File: src/rtl/vga_sync_monitor.sv
// rtl/vga_sync_monitor.sv - VGA sync timing checker with position recovery and lock detection
module vga_sync_monitor #(
    parameter int H_TOTAL     = 768,
    parameter int V_TOTAL     = 512,
    parameter int LOCK_FRAMES = 2,
    parameter int TIMEOUT     = 1536
) (
    input  logic        clk,
    input  logic        reset,
    input  logic        vga_h_sync,
    input  logic        vga_v_sync,
    output logic [9:0]  x_pos,
    output logic [9:0]  y_pos,
    output logic [10:0] line_len,
    output logic [9:0]  frame_lines,
    output logic        line_start,
    output logic        frame_start,
    output logic        locked,
    output logic        timing_err
);

    typedef enum logic [1:0] {
        SEARCH,
        ACQUIRE,
        LOCKED
    } state_t;

    localparam logic [10:0] H_LEN  = 11'(H_TOTAL);
    localparam logic [10:0] TO_LEN = 11'(TIMEOUT);
    localparam logic [9:0]  V_LEN  = 10'(V_TOTAL);
    localparam logic [7:0]  LOCK_N = 8'(LOCK_FRAMES);

    state_t      state;
    logic        hs_q;
    logic        vs_q;
    logic [10:0] lc;
    logic [9:0]  fc;
    logic        meas_valid;
    logic        line_bad;
    logic [7:0]  good_cnt;

    logic        h_edge;
    logic        v_edge;
    logic [10:0] lc_inc;
    logic [9:0]  fc_inc;
    logic [9:0]  y_inc;
    logic        cur_line_bad;
    logic        frame_good;
    logic        timeout;

    // Edge detection, saturating increments and the per-cycle line/frame verdicts
    always_comb begin
        h_edge       = hs_q & ~vga_h_sync;
        v_edge       = vs_q & ~vga_v_sync;
        lc_inc       = (lc == 11'h7FF) ? lc : lc + 11'd1;
        fc_inc       = (fc == 10'h3FF) ? fc : fc + 10'd1;
        y_inc        = (y_pos == 10'h3FF) ? y_pos : y_pos + 10'd1;
        // lc_inc is the length of the line ending at this edge
        cur_line_bad = h_edge & meas_valid & (lc_inc != H_LEN);
        // The line closed by a coincident h edge still belongs to the old frame
        frame_good   = ~(line_bad | cur_line_bad) & (fc == V_LEN);
        // Fires once, on the cycle lc first reaches TIMEOUT
        timeout      = ~h_edge & (lc_inc == TO_LEN) & (lc != TO_LEN);
    end

    // Counters, measurements, registered outputs and the lock state machine
    always_ff @(posedge clk) begin
        if (reset) begin
            state       <= SEARCH;
            hs_q        <= 1'b1;
            vs_q        <= 1'b1;
            lc          <= '0;
            fc          <= '0;
            meas_valid  <= 1'b0;
            line_bad    <= 1'b0;
            good_cnt    <= '0;
            x_pos       <= '0;
            y_pos       <= '0;
            line_len    <= '0;
            frame_lines <= '0;
            line_start  <= 1'b0;
            frame_start <= 1'b0;
            locked      <= 1'b0;
            timing_err  <= 1'b0;
        end else begin
            hs_q        <= vga_h_sync;
            vs_q        <= vga_v_sync;
            line_start  <= h_edge;
            frame_start <= v_edge;
            timing_err  <= 1'b0;

            if (h_edge) begin
                lc    <= '0;
                x_pos <= '0;
                if (meas_valid) begin
                    line_len <= lc_inc;
                end
                meas_valid <= 1'b1;
                if (cur_line_bad) begin
                    line_bad <= 1'b1;
                end
            end else begin
                lc    <= lc_inc;
                x_pos <= (lc_inc > 11'd1023) ? 10'h3FF : lc_inc[9:0];
            end

            if (v_edge) begin
                frame_lines <= fc;
                fc          <= h_edge ? 10'd1 : 10'd0;
                y_pos       <= '0;
                line_bad    <= 1'b0;
            end else if (h_edge) begin
                fc    <= fc_inc;
                y_pos <= y_inc;
            end

            if (timeout) begin
                state      <= SEARCH;
                meas_valid <= 1'b0;
                locked     <= 1'b0;
                if (state == LOCKED) begin
                    timing_err <= 1'b1;
                end
            end else begin
                case (state)
                    SEARCH: begin
                        if (v_edge) begin
                            state    <= ACQUIRE;
                            good_cnt <= '0;
                        end
                    end
                    ACQUIRE: begin
                        if (v_edge) begin
                            if (frame_good) begin
                                good_cnt <= good_cnt + 8'd1;
                                if (good_cnt + 8'd1 >= LOCK_N) begin
                                    state  <= LOCKED;
                                    locked <= 1'b1;
                                end
                            end else begin
                                good_cnt   <= '0;
                                timing_err <= 1'b1;
                            end
                        end
                    end
                    LOCKED: begin
                        if (cur_line_bad || (v_edge && !frame_good)) begin
                            state      <= ACQUIRE;
                            locked     <= 1'b0;
                            good_cnt   <= '0;
                            timing_err <= 1'b1;
                        end
                    end
                    default: begin
                        state  <= SEARCH;
                        locked <= 1'b0;
                    end
                endcase
            end
        end
    end

endmodule

File: config.mk
export PLATFORM = sky130hd
export DESIGN_NAME = vga_sync_monitor
export DESIGN_NICKNAME = d
export VERILOG_FILES = /design/src/rtl/vga_sync_monitor.sv
export SDC_FILE = /design/constraint.sdc
export NUM_CORES = 1
export LEC_CHECK = 0
export BUFFER_PORTS_ARGS = -buffer_cell sky130_fd_sc_hd__buf_2
export CAP_MARGIN = 20
export CORE_AREA = 2 2 89 91
export CTS_CLUSTER_DIAMETER = 120
export DETAILED_ROUTE_END_ITERATION = 10
export DIE_AREA = 0 0 91 93
export GPL_TIMING_DRIVEN = 0
export PLACE_DENSITY = 0.69
export SLEW_MARGIN = 5
export SYNTH_ARGS = -nofsm -noshare
export SYNTH_HDL_FRONTEND = slang
export SYNTH_SLANG_ARGS = --single-unit
File: constraint.sdc
create_clock -name clk -period 3.8 [get_ports clk]
set_clock_uncertainty 0.2 [all_clocks]
set_input_delay 0.57 -clock clk [delete_from_list [all_inputs] [get_ports clk]]
set_output_delay 0.57 -clock clk [all_outputs]
set_load 0.005 [all_outputs]
Yosys cells after proc, flatten, opt, wreduce, memory -nomap -nowiden:

Cells that the tools add are included.

* $add $sub $neg: 4
* magnitude comparators: 2
* equal/unequal tests: 15
* mux-type cells: 28
* bitwise gates (word level): 15
* reduce and logical (&&, ||, !) cells: 16

Operators with widths (number)
* 10-bit 2-to-1 mux: 4
* 8-bit 2-to-1 mux: 4
* 10-bit equality test, second input constant: 3
* 8-bit case mux with 3 select lines: 1
* 11-bit equality test, second input constant: 2
* 10-bit by 1-bit adder with 10-bit output, second input constant: 2
* 5-bit AND reduction: 3
* 11-bit by 1-bit adder with 11-bit output, second input constant: 1
* 11-bit by 10-bit greater-than comparator with 1-bit output, second input constant: 1
* 11-bit 2-to-1 mux: 1
* 11-bit by 10-bit inequality test with 1-bit output, second input constant: 1
* 11-bit inequality test, second input constant: 1
* 1-bit 2-to-1 mux: 10
* 2-bit 2-to-1 mux: 5
* 2-bit inequality test, second input constant: 5
* 8-bit by 1-bit adder with 8-bit output, second input constant: 1
* 8-bit by 2-bit >= comparator with 1-bit output, second input constant: 1
* 2-bit AND reduction: 4
* 1-bit bitwise AND: 7
* 1-bit inverter: 7
* 2-bit case mux with 3 select lines: 1
* 2-bit OR reduction: 3
* 1-bit case mux with 3 select lines: 1
* 3-bit nonzero test: 1
* 10 further kinds: 10

* register bits: 80
* input port bits: 4
* output and inout port bits: 45
* logic and storage cells: 96

Logic depth before layout (Yosys ltp):

Gate-level depths: netlist of the first run.

* depth after elaboration: 13
* depth in mapped cells: 9
* mapped depth without buffers: 9

Worst setup path before layout of the first run:

OpenSTA, ideal clock, no wires.

* kind: register to register
* start: reg lc[0]
* end: reg good_cnt[0]
* arrival: 2.380 ns
* setup slack: 1.150 ns
* stages on the path, launching flop included: 9
* period minus slack after synthesis: 2.650 ns
* path through: dfxtp_1 -> ha_1 -> xor2_1 -> a2111oi_2 -> nand4_1 -> nand4b_1 -> a211o_1 -> or4_1 -> a21oi_1

* word-level cells in the longest chain between the ends: 12
* elaborated cells between the ends (all ways): 21

Ends and longest elaborated chain
* start, declared: RTL line 36 `logic [10:0] lc;`
* start signal, assigned: RTL line 103 `lc <= lc_inc;`
* 11-bit by 1-bit adder with 11-bit output or 11-bit equality test (tied branches): RTL line 55 `lc_inc = (lc == 11'h7FF) ? lc : lc + 11'd1;`
* 11-bit 2-to-1 mux: RTL line 55
* 11-bit by 10-bit inequality test with 1-bit output: RTL line 59 `cur_line_bad = h_edge & meas_valid & (lc_inc != H_LEN);`
* 1-bit bitwise AND: RTL line 59
* 1-bit OR: RTL line 61 `frame_good = ~(line_bad | cur_line_bad) & (fc == V_LEN);`
* 1-bit inverter: RTL line 61
* 1-bit bitwise AND: RTL line 61
* 1-bit logical NOT: RTL line 147 `if (cur_line_bad || (v_edge && !frame_good)) begin`
* 1-bit logical AND: RTL line 147
* 1-bit logical OR: RTL line 147
* 2-bit by 1-bit inequality test with 1-bit output (no line)
* 5-bit AND reduction (no line)
* end signal, assigned: RTL line 135 `good_cnt <= good_cnt + 8'd1;`
* end, declared: RTL line 40 `logic [7:0] good_cnt;`

Parallel ways exist; a longest one is shown, timed or not. The select of a mux whose other input is x is not followed.
A chain may end at the register's enable or synchronous reset.

Final worst setup path of the first run:

* start: reg lc[0]
* end: reg good_cnt[6]

Same word-level chain as after synthesis.

==> results of run 1 <==
[cell families (layout without fill, tap and decap cells)]
logic type	count (synthesis)	count (layout)	share of synthesized area [%]
fa+ha+maj	11	11	3.793
xor+xnor	21	21	5.069
flops	80	80	44.14
compound gates	90	90	17.66
simple gates	169	169	24.55
buf+inv	28	91	3.138
mux	6	6	1.655
[power by group through the flow]
stage          clock [µW]  sequential (µW)  combinational [µW]
4_1_cts               704              875                 210
6_report              689              875                 210
5_1_grt               729              879                 236
3_5_place_dp            0              895                 208
2_1_floorplan           0              893                 158
3_3_place_gp            0              894                 204
[stage by stage]
step	setup WS (ps)	power, µW	instance area, µm²	hold WS (ps)	utilization, %
3_3_place_gp	795.6	1097	3991	247.5	53.03
4_1_cts	722.6	1789	4210	226.5	55.93
2_1_floorplan	1150	1050	3628	238.1	-
6_report	699.7	1775	4210	243.1	55.93
5_1_grt	455.0	1844	4210	239.6	55.93
3_5_place_dp	750.9	1103	3991	251.1	53.03
[worst max-delay path by stage]
stage	startpoint	end	slack [ps]	cells after the start
finish	lc[0]	good_cnt[6]	700	8
global route	lc[0]	good_cnt[6]	450	8
CTS	lc[0]	good_cnt[6]	720	8
global placement	lc[0]	good_cnt[1]	800	8
floorplan	lc[0]	good_cnt[0]	1150	8
detailed placement	lc[0]	good_cnt[6]	750	8
[layer usage]
metal | vias up | global-route usage [%] | share of wire (%)
met5 | - | 0 | 0
met4 | 0 | 8.965 | 2.2
met3 | 16 | 4.674 | 4.5
met2 | 67 | 29.63 | 44
met1 | 1430 | 26.89 | 49
li1 | 1586 | - | -
[area by class of cell]
cell class,instances,area [µm²],area share [%]
Inverter,13,48.80,1.159
Tap cell,102,127.6,3.031
Timing Repair Buffer,47,235.2,5.587
Clock buffer,10,127.6,3.031
Sequential cell,80,1602,38.04
Clock inverter,6,91.34,2.169
Multi-Input combinational cell,297,1913,45.44
Buffer,15,65.06,1.545
[worst max-delay path, cell delays in order, from the launching register on]
cell,delay (ps)
dfxtp_1,360
ha_1,290
xor2_1,200
a2111oi_2,480
nand4_1,140
nand4b_1,270
a211o_1,480
or4_1,440
a21oi_1,160
[flip-flops by register name, indices dropped and copies added (netlist names)]
signal and cells:
state 2, lc 11, line_bad 1, vs_q 1
hs_q 1, x_pos 10, frame_lines 10, timing_err 1
meas_valid 1, y_pos 10, locked 1, good_cnt 8
line_len 11, frame_start 1, fc 10, line_start 1
[Yosys cell counts (all sizes together), types with 3 or more instances]
cell	instances	area (µm²)
dfxtp	80	1602
nor2	56	210.2
nand2	24	90.09
o21ai	19	95.09
a21oi	18	93.84
nand3	14	70.07
xor2	14	122.6
inv	13	48.80
a211oi	12	90.09
ha	11	137.6
a22o	10	87.58
clkbuf	9	33.78
nand4	9	62.56
nor3	9	55.05
or2	9	56.30
and3	8	50.05
xnor2	7	61.31
buf	6	31.28
mux2i	6	60.06
nor3b	6	45.04
o211ai	6	45.04
or3	6	42.54
a32o	5	50.05
and4	5	43.79
a41oi	4	35.03
and2	4	25.02
nand2b	4	25.02
a31oi	3	18.77
nor2b	3	18.77
nor4	3	18.77
nor4b	3	26.28
or4	3	22.52
==> report_table.html, run 1 <==
<table>
<tr><th>Metric</th><th>Value</th></tr>
<tr><th colspan="2">STA</th></tr>
<tr><td>Worst Max-Slew Pin Slew</td><td>a little over 700 ps</td></tr>
<tr><td>RSZ-0062 raised after global routing</td><td>no</td></tr>
<tr><td>Setup-failing EPs final</td><td>0</td></tr>
<tr><td>Share of the clock period used by the worst path after layout</td><td>81.59%</td></tr>
<tr><td>Number of failing hold endpoints at the final stage</td><td>0</td></tr>
<tr><td>Number of pins exceeding their max-slew limit in the final report</td><td>0</td></tr>
<tr><td>Shortest clock period the worst path allows after layout</td><td>3100 ps</td></tr>
<tr><td>Fmax</td><td>322.5 MHz</td></tr>
<tr><td>Post-Route Setup TNS</td><td>0 ps</td></tr>
<tr><td>Relative slew slack</td><td>51.94%</td></tr>
<tr><th colspan="2">Synthesis</th></tr>
<tr><td>Dominant register cell in the synthesized netlist</td><td>dfxtp_1</td></tr>
<tr><td>Synthesized instance count</td><td>405</td></tr>
<tr><td>Post-synth ARST share</td><td>0%</td></tr>
<tr><td>Share of the yosys chip area belonging to registers</td><td>44.14%</td></tr>
<tr><td>Number of library cell types mapped by synthesis</td><td>54</td></tr>
<tr><td>Synthesized cell area</td><td>3628 µm²</td></tr>
<tr><td>Number of enable-type register cells in the synthesized netlist</td><td>0</td></tr>
<tr><td>Syn Nets</td><td>420</td></tr>
<tr><td>Average cell area after synthesis</td><td>8.959 µm²</td></tr>
<tr><td>Synth warn</td><td>0</td></tr>
<tr><td>Flip-flop and latch count after synthesis</td><td>80</td></tr>
<tr><th colspan="2">Route</th></tr>
<tr><td>Detailed-route wire length per cell</td><td>14.13 µm</td></tr>
<tr><td>Vias per cell</td><td>5.437</td></tr>
<tr><td>Antenna Violating Nets Remaining</td><td>0</td></tr>
<tr><td>Wirelength, routed</td><td>just over 8000 µm</td></tr>
<tr><td>Vias post-DR</td><td>3099</td></tr>
<tr><td>Router iterations before antenna repair</td><td>4</td></tr>
<tr><td>Iteration-0 DRC count of the detailed router</td><td>approximately 160</td></tr>
<tr><td>Count of unresolved DRC violations after routing</td><td>0</td></tr>
<tr><th colspan="2">Floorplanning</th></tr>
<tr><td>Full die area</td><td>8463 µm²</td></tr>
<tr><td>Core region area</td><td>roughly 7500 µm²</td></tr>
<tr><td>Starting density of the core</td><td>about half</td></tr>
<tr><td>Die width</td><td>91 µm</td></tr>
<tr><td>Floorplan row count</td><td>32</td></tr>
<tr><td>I/O pins</td><td>49</td></tr>
<tr><td>Vert. Die Dim</td><td>93 µm</td></tr>
<tr><th colspan="2">Pwr</th></tr>
<tr><td>Power density over the cells</td><td>about 420 nW/µm²</td></tr>
<tr><td>Logic gate share of total power</td><td>about an eighth</td></tr>
<tr><td>Leak Pwr</td><td>0.001710 µW</td></tr>
<tr><td>Peak supply drop</td><td>239.7 µV</td></tr>
<tr><td>Net switching power figure</td><td>around 460 µW</td></tr>
<tr><td>Net Sw Frac</td><td>25.86%</td></tr>
<tr><td>Cell Int Power</td><td>roughly 1300 µW</td></tr>
<tr><td>Share of power burned in the clock network</td><td>a little under 40%</td></tr>
<tr><td>Sequential share of power</td><td>49.3%</td></tr>
<tr><th colspan="2">Final layout</th></tr>
<tr><td>Antenna cells</td><td>0</td></tr>
<tr><td>Final net count</td><td>roughly 480</td></tr>
<tr><td>Most frequent cells in the layout</td><td>dfxtp_1, nor2_1, buf_2</td></tr>
<tr><td>Number of fillers in the final layout</td><td>706</td></tr>
<tr><td>Number of standard cells in the final layout excluding fillers</td><td>570</td></tr>
<tr><td>Ratio of cells with drive above 1 in the final layout</td><td>between 10% and 20%</td></tr>
<tr><td>Area growth from synthesis to final layout</td><td>16.03%</td></tr>
<tr><td>Leading cell type in the layout, fill and taps excluded</td><td>dfxtp_1</td></tr>
<tr><th colspan="2">Setup path</th></tr>
<tr><td>Largest fanout on the critical path</td><td>9</td></tr>
<tr><td>Minimum setup slack among reg-to-reg paths</td><td>approximately 700 ps</td></tr>
<tr><td>Type of element capturing the critical path</td><td>register</td></tr>
<tr><td>Launching element type of the critical path</td><td>register</td></tr>
<tr><td>Capturing point of the worst reg2reg path</td><td>good_cnt[6]</td></tr>
<tr><td>Required @ worst endpoint</td><td>3880 ps</td></tr>
<tr><td>Data arrival time at the worst-slack endpoint</td><td>3180 ps</td></tr>
<tr><td>Register-to-Register Path Depth</td><td>8</td></tr>
<tr><td>Reg2Reg Launch Point</td><td>lc[0]</td></tr>
<tr><td>Type of the worst setup path</td><td>register to register</td></tr>
<tr><th colspan="2">Clock network</th></tr>
<tr><td>CTS clock-pin slew for the worst setup and hold paths</td><td>80 ps</td></tr>
<tr><td>Source-to-sink clock delay at the later pin of the worst-skew pair</td><td>350 ps</td></tr>
<tr><td>Max Buffers Root-to-Sink</td><td>2</td></tr>
<tr><td>Hold-fix buffer count after cts</td><td>0</td></tr>
<tr><td>Total CTS buffers</td><td>9</td></tr>
<tr><td>Number of levels the H-tree was split into</td><td>3</td></tr>
<tr><td>Buffer count from post-CTS setup fixing</td><td>0</td></tr>
<tr><td>Count of instances resized after the clock tree is built</td><td>0</td></tr>
<tr><td>Clk Tree Root Cell</td><td>clkbuf_8</td></tr>
<tr><td>Clock tree from TritonCTS</td><td>done</td></tr>
<tr><td>Number of clock sinks</td><td>80</td></tr>
<tr><th colspan="2">Global routing</th></tr>
<tr><td>Overall Global Routing Usage</td><td>19.69%</td></tr>
<tr><td>Grt ovf</td><td>0</td></tr>
<tr><td>Via count of the first global-routing pass</td><td>2878</td></tr>
<tr><td>First-pass GRT wire length</td><td>13560 µm</td></tr>
<tr><td>Antenna violations before repair</td><td>0</td></tr>
<tr><td>Pin count of the biggest net entering global routing</td><td>15</td></tr>
<tr><th colspan="2">Placement</th></tr>
<tr><td>Number of placed instances, taps included</td><td>about 550</td></tr>
<tr><td>Detailed placement HPWL</td><td>5800 µm</td></tr>
<tr><td>GP Congestion</td><td>0.8391</td></tr>
<tr><td>Number of input and output port buffers inserted</td><td>47</td></tr>
<tr><th colspan="2">Min path</th></tr>
<tr><td>WHS Endpoint</td><td>hs_q</td></tr>
<tr><td>Worst hold path stage count</td><td>2</td></tr>
<tr><td>Min-Delay Startpoint</td><td>vga_h_sync</td></tr>
<tr><td>Worst hold-check path type</td><td>primary input to register</td></tr>
<tr><th colspan="2">Run status</th></tr>
<tr><td>Outcome</td><td>completed</td></tr>
<tr><th colspan="2">Job</th></tr>
<tr><td>Number of maximum-capacitance violations</td><td>0</td></tr>
</table>
Note: power is estimated with default switching activity, not from simulation.
==> inputs of run 2 (changes only) <==
--- a/config.mk
+++ b/config.mk
@@ -5,14 +5,15 @@
 export SDC_FILE = /design/constraint.sdc
 export NUM_CORES = 1
 export LEC_CHECK = 0
+export ABC_AREA = 1
 export BUFFER_PORTS_ARGS = -buffer_cell sky130_fd_sc_hd__buf_2
 export CAP_MARGIN = 20
-export CORE_AREA = 2 2 89 91
+export CORE_AREA = 2 2 90 92
 export CTS_CLUSTER_DIAMETER = 120
 export DETAILED_ROUTE_END_ITERATION = 10
-export DIE_AREA = 0 0 91 93
+export DIE_AREA = 0 0 92 94
 export GPL_TIMING_DRIVEN = 0
-export PLACE_DENSITY = 0.69
+export PLACE_DENSITY = 0.72
 export SLEW_MARGIN = 5
 export SYNTH_ARGS = -nofsm -noshare
 export SYNTH_HDL_FRONTEND = slang
==> constraint.sdc (replaced) <==
create_clock -name clk -period 2.8 [get_ports clk]
set_clock_uncertainty 0.2 [all_clocks]
set_input_delay 0.42 -clock clk [delete_from_list [all_inputs] [get_ports clk]]
set_output_delay 0.42 -clock clk [all_outputs]
set_load 0.005 [all_outputs]
==> run 2 against run 1 <==
Against the previous run:
- wire length grew 3.0%
- global-route usage rose by 0.64 points
- synthesized cell count up 27%
- first-iteration DRC count is 6.4% higher
- critical path type unchanged
- largest power group unchanged
- highest routed layer unchanged
==> report_table.html, run 2 <==
<table>
<tr><th>Metric</th><th>Value</th></tr>
<tr><th colspan="2">Route</th></tr>
<tr><td>Router iterations before antenna repair</td><td>5 (+1)</td></tr>
<tr><td>Count of unresolved DRC violations after routing</td><td>0 (unchanged)</td></tr>
<tr><td>Antenna Violating Nets Remaining</td><td>0 (unchanged)</td></tr>
<tr><td>Detailed-route wire length per cell</td><td>12.20 µm (-14%)</td></tr>
<tr><td>Vias per cell</td><td>5.051 (-7.1%)</td></tr>
<tr><td>Iteration-0 DRC count of the detailed router</td><td>167 (+6.4%)</td></tr>
<tr><td>Wirelength, routed</td><td>8296 µm (+3.0%)</td></tr>
<tr><td>Vias post-DR</td><td>3435 (+11%)</td></tr>
<tr><th colspan="2">Final layout</th></tr>
<tr><td>Leading cell type in the layout, fill and taps excluded</td><td>nand2_1</td></tr>
<tr><td>Area growth from synthesis to final layout</td><td>17.64%</td></tr>
<tr><td>Final core occ</td><td>57.70% (+1.8 points)</td></tr>
<tr><td>Antenna cells</td><td>0 (unchanged)</td></tr>
<tr><td>Ratio of cells with drive above 1 in the final layout</td><td>16.61% (-0.91 points)</td></tr>
<tr><td>Most frequent cells in the layout</td><td>nand2_1, dfxtp_1, inv_1</td></tr>
<tr><td>Number of fillers in the final layout</td><td>712 (+0.85%)</td></tr>
<tr><td>Largest registers in the final layout</td><td>lc x11, line_len x11</td></tr>
<tr><td>Final net count</td><td>588 (+23%)</td></tr>
<tr><th colspan="2">Pwr</th></tr>
<tr><td>Peak supply drop</td><td>278.6 µV (+16%)</td></tr>
<tr><td>Leak Pwr</td><td>0.001987 µW (+16%)</td></tr>
<tr><td>Power density over the cells</td><td>713.4 nW/µm² (+69%)</td></tr>
<tr><th colspan="2">Synthesis</th></tr>
<tr><td>Synthesized cell area</td><td>3731 µm² (+2.8%)</td></tr>
<tr><td>Number of enable-type register cells in the synthesized netlist</td><td>0 (unchanged)</td></tr>
<tr><td>Synth area leaders</td><td>dfxtp_1, nand2_1, inv_1</td></tr>
<tr><td>Flip-flop and latch count after synthesis</td><td>80 (unchanged)</td></tr>
<tr><td>Post-synth top cells</td><td>nand2_1, dfxtp_1, inv_1</td></tr>
<tr><td>Area fraction of the dominant cell type after synthesis</td><td>42.92% (-1.2 points)</td></tr>
<tr><td>Post-synth ARST share</td><td>0% (unchanged)</td></tr>
<tr><td>Synthesized instance count</td><td>514 (+27%)</td></tr>
<tr><td>Share of the yosys chip area belonging to registers</td><td>42.92% (-1.2 points)</td></tr>
<tr><td>Library cell occupying the most area in the post-synthesis netlist</td><td>dfxtp_1</td></tr>
<tr><td>Average cell area after synthesis</td><td>7.259 µm² (-19%)</td></tr>
<tr><td>Synth warn</td><td>0 (unchanged)</td></tr>
<tr><td>Most frequently used cell type in the post-synthesis netlist</td><td>nand2_1</td></tr>
<tr><td>Number of library cell types mapped by synthesis</td><td>33 (-39%)</td></tr>
<tr><td>Syn Nets</td><td>529 (+26%)</td></tr>
<tr><td>Dominant register cell in the synthesized netlist</td><td>dfxtp_1</td></tr>
<tr><th colspan="2">Clock network</th></tr>
<tr><td>CTS clock-pin slew for the worst setup and hold paths</td><td>80 ps (about the same)</td></tr>
<tr><td>Total CTS buffers</td><td>9 (unchanged)</td></tr>
<tr><td>Buffer count from post-CTS setup fixing</td><td>0 (unchanged)</td></tr>
<tr><td>Clk Tree Root Cell</td><td>clkbuf_8</td></tr>
<tr><td>Max Buffers Root-to-Sink</td><td>2 (unchanged)</td></tr>
<tr><td>Source-to-sink clock delay at the later pin of the worst-skew pair</td><td>360 ps (about the same)</td></tr>
<tr><td>Number of clock sinks</td><td>80 (unchanged)</td></tr>
<tr><td>Number of levels the H-tree was split into</td><td>3 (unchanged)</td></tr>
<tr><td>Clock tree from TritonCTS</td><td>done</td></tr>
<tr><th colspan="2">STA</th></tr>
<tr><td>Number of pins exceeding their max-slew limit in the final report</td><td>0 (unchanged)</td></tr>
<tr><td>RSZ-0062 raised after global routing</td><td>no</td></tr>
<tr><td>Fmax</td><td>391.4 MHz (+21%)</td></tr>
<tr><td>Post-route worst setup slack</td><td>244.9 ps (-454.8 ps)</td></tr>
<tr><td>Number of failing hold endpoints at the final stage</td><td>0 (unchanged)</td></tr>
<tr><td>Shortest clock period the worst path allows after layout</td><td>2555 ps (-545.2 ps)</td></tr>
<tr><td>Share of the clock period used by the worst path after layout</td><td>91.25% (+9.7 points)</td></tr>
<tr><td>Relative slew slack</td><td>62.46% (+11 points)</td></tr>
<tr><td>Post-Route Setup TNS</td><td>0 ps (unchanged)</td></tr>
<tr><td>Setup-failing EPs final</td><td>0 (unchanged)</td></tr>
<tr><td>Worst Max-Slew Pin Slew</td><td>557.9 ps (-158.7 ps)</td></tr>
<tr><th colspan="2">Floorplanning</th></tr>
<tr><td>Vert. Die Dim</td><td>94 µm (+1.1%)</td></tr>
<tr><td>Starting density of the core</td><td>49.05% (+0.84 points)</td></tr>
<tr><td>Floorplan row count</td><td>32 (unchanged)</td></tr>
<tr><td>Core region area</td><td>7607 µm² (+1.1%)</td></tr>
<tr><td>I/O pins</td><td>49 (unchanged)</td></tr>
<tr><td>Full die area</td><td>8648 µm² (+2.2%)</td></tr>
<tr><td>Die width</td><td>92 µm (+1.1%)</td></tr>
<tr><th colspan="2">Run status</th></tr>
<tr><td>Outcome</td><td>completed</td></tr>
<tr><th colspan="2">Global routing</th></tr>
<tr><td>First-pass GRT wire length</td><td>14020 µm (+3.4%)</td></tr>
<tr><td>Pin count of the biggest net entering global routing</td><td>15 (unchanged)</td></tr>
<tr><td>Antenna violations before repair</td><td>0 (unchanged)</td></tr>
<tr><td>Grt ovf</td><td>0 (unchanged)</td></tr>
<tr><td>Via count of the first global-routing pass</td><td>3166 (+10%)</td></tr>
<tr><td>Overall Global Routing Usage</td><td>20.34% (+0.64 points)</td></tr>
<tr><th colspan="2">Job</th></tr>
<tr><td>Number of maximum-capacitance violations</td><td>0 (unchanged)</td></tr>
<tr><th colspan="2">Setup path</th></tr>
<tr><td>Largest fanout on the critical path</td><td>10 (+1)</td></tr>
<tr><td>Worst path depth</td><td>18 (+10)</td></tr>
<tr><td>Slowest stage cell on the critical path</td><td>dfxtp_2</td></tr>
<tr><td>Data arrival time at the worst-slack endpoint</td><td>2610 ps (-570 ps)</td></tr>
<tr><td>Type of element capturing the critical path</td><td>register</td></tr>
<tr><td>Minimum setup slack among reg-to-reg paths</td><td>240 ps (-450 ps)</td></tr>
<tr><td>Kind of cell adding the most delay to the critical path</td><td>simple AND/OR/NAND/NOR gates</td></tr>
<tr><td>Type of the worst setup path</td><td>register to register</td></tr>
<tr><td>Launching element type of the critical path</td><td>register</td></tr>
<tr><td>Required @ worst endpoint</td><td>2860 ps (-1020 ps)</td></tr>
<tr><td>Delay of the slowest critical-path stage</td><td>370 ps (-110 ps)</td></tr>
<tr><td>Register-to-Register Path Depth</td><td>18 (+10)</td></tr>
<tr><td>Total buffers and inverters traversed by the critical path</td><td>2 (+2)</td></tr>
<tr><td>Cells traversed along the worst timing path</td><td>ha_2, nand2_2, nor2_4, nand2_1, nand2_1, nand2_2, nor2_1, nand2_1, clkinv_1, nand3_2, nand2_4, nand3_4, nand2_4, nand3_4, nand2_8, inv_2, nor2_1, nor2_1</td></tr>
<tr><th colspan="2">Placement</th></tr>
<tr><td>Minimum setup slack after placement</td><td>172.2 ps (-578.7 ps)</td></tr>
<tr><td>Detailed placement HPWL</td><td>6132 µm (+5.7%)</td></tr>
<tr><td>Number of input and output port buffers inserted</td><td>48 (+2.1%)</td></tr>
<tr><td>GP Congestion</td><td>0.8651 (+3.1%)</td></tr>
<tr><th colspan="2">Min path</th></tr>
<tr><td>Worst hold-check path type</td><td>primary input to register</td></tr>
<tr><td>Worst hold path stage count</td><td>3 (+1)</td></tr>
</table>
[run 2: cell types whose count changed after synthesis, moves of 9 or more]
| cell | delta |
|---|---|
| nand2_1 | +79 |
| inv_1 | +63 |
| nand3_1 | +20 |
| a211oi_1 | -12 |
| a21oi_1 | +12 |
| o21ai_0 | +11 |
| a22o_1 | -10 |
| xor2_1 | -9 |
[run 2: where the power goes]
group,internal [µW],switching (µW),total [µW],leakage (µW)
clock,683,440,1120,0.000126
combinational,262,450,711,0.00121
sequential,1230,69.8,1300,0.000651
[run 2: cell type report]
type	instances	area (µm²)	share of cell area, %
multi-input cells	342	1792	40.82
flip-flops and latches	80	1604	36.55
inverters	83	311.5	7.098
repair buffers	48	240.2	5.473
clock inverters	7	143.9	3.278
well taps	102	127.6	2.908
clock buffers	9	123.9	2.822
plain buffers	9	46.29	1.055
[run 2: logic make-up (layout without fill, tap and decap cells)]
logic type	Yosys count	count (layout)	synth area share (%)
XOR/XNOR	8	8	1.878
adder cells (fa/ha/maj)	11	11	3.689
AO/OA/AOI/OAI	75	75	11.10
buffers and inverters	92	156	9.591
AND/OR/NAND/NOR	248	248	30.82
flip-flops	80	80	42.92
[run 2: repair_timing]
item | in CTS | in global routing
setup endpoints to repair | 0 | 9
hold buffers | 0 | 0
resized for setup | 0 | 6
[run 2: path summary, 6_finish.rpt]
check	start	end
setup / recovery	lc[1]	good_cnt[3]
setup reg to reg	lc[1]	good_cnt[3]
hold reg to reg	fc[2]	fc[2]
hold / removal	vga_v_sync	vs_q
[run 2: stage by stage]
stage               cells  total power, µW  hold slack (ps)  instance area (µm²)
global route          680             3317            75.54                 4389
floorplan             514             1857            211.6                 3731
global placement      664             1989            224.9                 4099
detailed placement    664             2010            227.2                 4099
finish                680             3131            54.69                 4389
CTS                   680             3126            46.10                 4367
[run 2: layer usage]
layer  vias up  track usage [%]  wire, µm
met5         -                0         0
met3        15            4.575       415
met1      1572            25.58      3786
met4         0            8.333       182
li1       1773                -         -
met2        75            33.82      3912
[run 2: worst min-delay path, cell delays in order]
cell and delay (ps):
buf_2 70, inv_1 40, nand2_1 50
==> inputs of run 3 (changes only) <==
--- a/config.mk
+++ b/config.mk
@@ -8,11 +8,10 @@
 export ABC_AREA = 1
 export BUFFER_PORTS_ARGS = -buffer_cell sky130_fd_sc_hd__buf_2
 export CAP_MARGIN = 20
-export CORE_AREA = 2 2 90 92
+export CORE_AREA = 10 10 98 100
 export CTS_CLUSTER_DIAMETER = 120
 export DETAILED_ROUTE_END_ITERATION = 10
-export DIE_AREA = 0 0 92 94
-export GPL_TIMING_DRIVEN = 0
+export DIE_AREA = 0 0 108 110
 export PLACE_DENSITY = 0.72
 export SLEW_MARGIN = 5
 export SYNTH_ARGS = -nofsm -noshare
==> constraint.sdc (replaced) <==
create_clock -name clk -period 2.1 [get_ports clk]
set_clock_uncertainty 0.2 [all_clocks]
set_input_delay 0.315 -clock clk [delete_from_list [all_inputs] [get_ports clk]]
set_output_delay 0.315 -clock clk [all_outputs]
set_load 0.005 [all_outputs]
==> run 3 against run 2 <==
Against the previous run:
- largest cell class unchanged
- global-route usage shrank 3.7 points
- wire length is 19% higher
- setup slack lost 490 ps
- register-to-register slack worse by 490 ps
- sequential cell count stayed put
- critical endpoint is now timing_err
- cell count increased by 9.3%
- combinational power grew 65%
- first-iteration DRC count down 34%
- the run now ends with negative setup slack left
- clock power increased by 7%
- critical path depth is 1 higher
- maximum frequency increased by 9.0%
==> report_table.html, run 3 (synthesis results as in run 2) <==
<table>
<tr><th>Metric</th><th>Value</th></tr>
<tr><th colspan="2">Route</th></tr>
<tr><td>Count of unresolved DRC violations after routing</td><td>0 (unchanged)</td></tr>
<tr><td>Vias per cell</td><td>4.999 (-1.0%)</td></tr>
<tr><td>Antenna Violating Nets Remaining</td><td>0 (unchanged)</td></tr>
<tr><td>Wirelength, routed</td><td>9902 µm (+19%)</td></tr>
<tr><td>Iteration-0 DRC count of the detailed router</td><td>110 (-34%)</td></tr>
<tr><td>Router iterations before antenna repair</td><td>4 (-1)</td></tr>
<tr><td>Vias post-DR</td><td>3714 (+8.1%)</td></tr>
<tr><td>Detailed-route wire length per cell</td><td>13.33 µm (+9.2%)</td></tr>
<tr><th colspan="2">Clock network</th></tr>
<tr><td>Source-to-sink clock delay at the later pin of the worst-skew pair</td><td>360 ps (about the same)</td></tr>
<tr><td>Clk Tree Root Cell</td><td>clkbuf_8</td></tr>
<tr><td>Total CTS buffers</td><td>9 (unchanged)</td></tr>
<tr><td>Clock tree from TritonCTS</td><td>done</td></tr>
<tr><td>Number of clock sinks</td><td>80 (unchanged)</td></tr>
<tr><td>CTS clock-pin slew for the worst setup and hold paths</td><td>90 ps (about the same)</td></tr>
<tr><td>Max Buffers Root-to-Sink</td><td>2 (unchanged)</td></tr>
<tr><td>Number of levels the H-tree was split into</td><td>3 (unchanged)</td></tr>
<tr><th colspan="2">Job</th></tr>
<tr><td>Number of maximum-capacitance violations</td><td>0 (unchanged)</td></tr>
<tr><th colspan="2">Min path</th></tr>
<tr><td>WHS Endpoint</td><td>fc[0]</td></tr>
<tr><td>Min-Delay Startpoint</td><td>reset</td></tr>
<tr><td>Worst hold-check path type</td><td>primary input to register</td></tr>
<tr><td>Worst hold path stage count</td><td>2 (-1)</td></tr>
<tr><th colspan="2">Final layout</th></tr>
<tr><td>Area growth from synthesis to final layout</td><td>32.86%</td></tr>
<tr><td>Footprint of the multi-input gates</td><td>1906 µm² (+6.4%)</td></tr>
<tr><td>Antenna cells</td><td>0 (unchanged)</td></tr>
<tr><td>Sequential standard cell area</td><td>1609 µm² (+0.31%)</td></tr>
<tr><td>Leading cell type in the layout, fill and taps excluded</td><td>nand2_1</td></tr>
<tr><td>Most frequent cells in the layout</td><td>nand2_1, inv_1, dfxtp_1</td></tr>
<tr><td>Ratio of cells with drive above 1 in the final layout</td><td>30.11% (+14 points)</td></tr>
<tr><td>Final net count</td><td>651 (+11%)</td></tr>
<tr><td>Number of fillers in the final layout</td><td>679 (-4.6%)</td></tr>
<tr><td>Largest registers in the final layout</td><td>lc x11, line_len x11</td></tr>
<tr><th colspan="2">Floorplanning</th></tr>
<tr><td>Starting density of the core</td><td>48.79% (-0.26 points)</td></tr>
<tr><td>Core region area</td><td>7647 µm² (+0.53%)</td></tr>
<tr><td>Full die area</td><td>11880 µm² (+37%)</td></tr>
<tr><td>Vert. Die Dim</td><td>110 µm (+17%)</td></tr>
<tr><td>I/O pins</td><td>49 (unchanged)</td></tr>
<tr><td>Die width</td><td>108 µm (+17%)</td></tr>
<tr><td>Floorplan row count</td><td>32 (unchanged)</td></tr>
<tr><th colspan="2">Pwr</th></tr>
<tr><td>Peak supply drop</td><td>496.1 µV (+78%)</td></tr>
<tr><td>Cell Int Power</td><td>2709 µW (+25%)</td></tr>
<tr><td>Net switching power figure</td><td>1381 µW (+44%)</td></tr>
<tr><td>Logic gate share of total power</td><td>28.5% (+5.8 points)</td></tr>
<tr><td>Leak Pwr</td><td>0.002319 µW (+17%)</td></tr>
<tr><td>Net Sw Frac</td><td>33.76% (+3.1 points)</td></tr>
<tr><td>Power density over the cells</td><td>825.1 nW/µm² (+16%)</td></tr>
<tr><td>Share of power burned in the clock network</td><td>29.3% (-6.6 points)</td></tr>
<tr><td>Total Power Consumption</td><td>4090 µW (+31%)</td></tr>
<tr><td>Sequential share of power</td><td>42.2% (+0.8 points)</td></tr>
<tr><th colspan="2">Setup path</th></tr>
<tr><td>Data arrival time at the worst-slack endpoint</td><td>2430 ps (-180 ps)</td></tr>
<tr><td>Register-to-Register Path Depth</td><td>19 (+1)</td></tr>
<tr><td>Type of element capturing the critical path</td><td>register</td></tr>
<tr><td>Capturing point of the worst reg2reg path</td><td>timing_err</td></tr>
<tr><td>Reg2Reg Launch Point</td><td>lc[0]</td></tr>
<tr><td>Type of the worst setup path</td><td>register to register</td></tr>
<tr><td>Required @ worst endpoint</td><td>2190 ps (-670 ps)</td></tr>
<tr><td>Minimum setup slack among reg-to-reg paths</td><td>-240 ps (-490 ps)</td></tr>
<tr><td>Launching element type of the critical path</td><td>register</td></tr>
<tr><td>Largest fanout on the critical path</td><td>6 (-4)</td></tr>
<tr><th colspan="2">STA</th></tr>
<tr><td>Relative slew slack</td><td>71.54% (+9.1 points)</td></tr>
<tr><td>Setup-failing EPs final</td><td>18 (+18)</td></tr>
<tr><td>Number of pins exceeding their max-slew limit in the final report</td><td>0 (unchanged)</td></tr>
<tr><td>Worst Max-Slew Pin Slew</td><td>426.4 ps (-131.5 ps)</td></tr>
<tr><td>Post-route worst setup slack</td><td>-243.6 ps (-488.5 ps)</td></tr>
<tr><td>Number of failing hold endpoints at the final stage</td><td>0 (unchanged)</td></tr>
<tr><td>Hold WS</td><td>38.01 ps (-16.69 ps)</td></tr>
<tr><td>Shortest clock period the worst path allows after layout</td><td>2344 ps (-211.5 ps)</td></tr>
<tr><td>Fmax</td><td>426.7 MHz (+9.0%)</td></tr>
<tr><td>RSZ-0062 raised after global routing</td><td>yes</td></tr>
<tr><td>Share of the clock period used by the worst path after layout</td><td>111.6% (+20 points)</td></tr>
<tr><th colspan="2">Placement</th></tr>
<tr><td>Detailed placement HPWL</td><td>7087 µm (+16%)</td></tr>
<tr><td>GP Congestion</td><td>0.9144 (+5.7%)</td></tr>
<tr><td>Number of input and output port buffers inserted</td><td>48 (unchanged)</td></tr>
<tr><th colspan="2">Global routing</th></tr>
<tr><td>First-pass GRT wire length</td><td>16300 µm (+16%)</td></tr>
<tr><td>Antenna violations before repair</td><td>0 (unchanged)</td></tr>
<tr><td>Grt ovf</td><td>0 (unchanged)</td></tr>
<tr><td>Pin count of the biggest net entering global routing</td><td>23 (+8)</td></tr>
<tr><td>Overall Global Routing Usage</td><td>16.68% (-3.7 points)</td></tr>
<tr><td>Via count of the first global-routing pass</td><td>3716 (+17%)</td></tr>
<tr><th colspan="2">Run status</th></tr>
<tr><td>Outcome</td><td>complete, but fails checks</td></tr>
<tr><td>Violated checks</td><td>negative setup slack</td></tr>
</table>
[run 3: cell count changes in the layout (fill, tap and decap cells not counted), sizes merged]
cell,before,now
dlygate4sd3,0,2
nand2,112,113
clkinvlp,2,0
nand3,39,40
bufinv,4,1
clkbuf,15,11
buf,51,116
inv,79,82
[run 3: worst max-delay path by stage]
stage,from,cells past startpoint,endpoint,slack (ps)
floorplan,lc[1],18,good_cnt[3],-100
global placement,lc[1],16,good_cnt[3],-130
detailed placement,lc[0],17,good_cnt[4],-210
CTS,lc[1],19,timing_err,-160
global route,lc[0],16,timing_err,-390
finish,lc[0],19,timing_err,-240
[run 3: critical path, cell delays in order, from the launching register on]
cell	delay (ps)
dfxtp_2	360
ha_4	160
nand2_4	60
nor2_4	190
buf_4	140
nand3_1	100
nand2_2	120
nor2_2	40
nand2_1	60
clkinv_1	70
nand3_2	90
nand2_4	60
nand3_4	90
nand2_4	70
buf_4	140
nand2_1	50
nand2_1	40
nand2_1	50
nand2_1	60
a21oi_2	130
[run 3: timing repair]
item	CTS	global route
buffers inserted	5	5
cloned	2	0
hold buffers	2	0
pin swaps	9	17
resized for setup	8	31
endpoints found under the setup margin	20	30
hold endpoints to repair	2	0
[run 3: power by group through the flow]
stage	clock (µW)	sequential [µW]	combinational, µW
final	1200	1730	1170
after global routing	1290	1740	1330
after CTS	1220	1720	1080
after detailed placement	0	1750	1010
after global placement	0	1750	982
after floorplan	0	1750	728
[run 3: cell type report]
class	count	share of cell area [%]
clock buffer	11	3.054
sequential	80	32.46
multi-input combinational	344	38.44
tap	102	2.574
inverter	83	6.386
timing repair buffer	118	15.85
clock inverter	5	1.237
[run 3: metal layers]
| metal | global-route usage, % | part of all wire [%] | up-vias |
|---|---|---|---|
| met5 | 0 | 0 | - |
| met4 | 6.107 | 1.4 | 0 |
| met3 | 4.643 | 5.4 | 15 |
| met2 | 29.96 | 50 | 78 |
| met1 | 18.42 | 43 | 1725 |
| li1 | - | - | 1896 |
[run 3: stage by stage]
stage          instances  utilization (%)  setup TNS [ps]  setup WS [ps]  instance area (µm²)
6_report             743            64.82           -2844         -243.6                 4957
5_1_grt              743            64.82           -6444         -390.7                 4957
4_1_cts              738            63.19           -1823         -156.3                 4832
3_5_place_dp         713            58.98           -2235         -208.4                 4511
3_3_place_gp         713            58.98           -1208         -131.0                 4511
2_1_floorplan        514                -          -617.2         -99.60                 3754
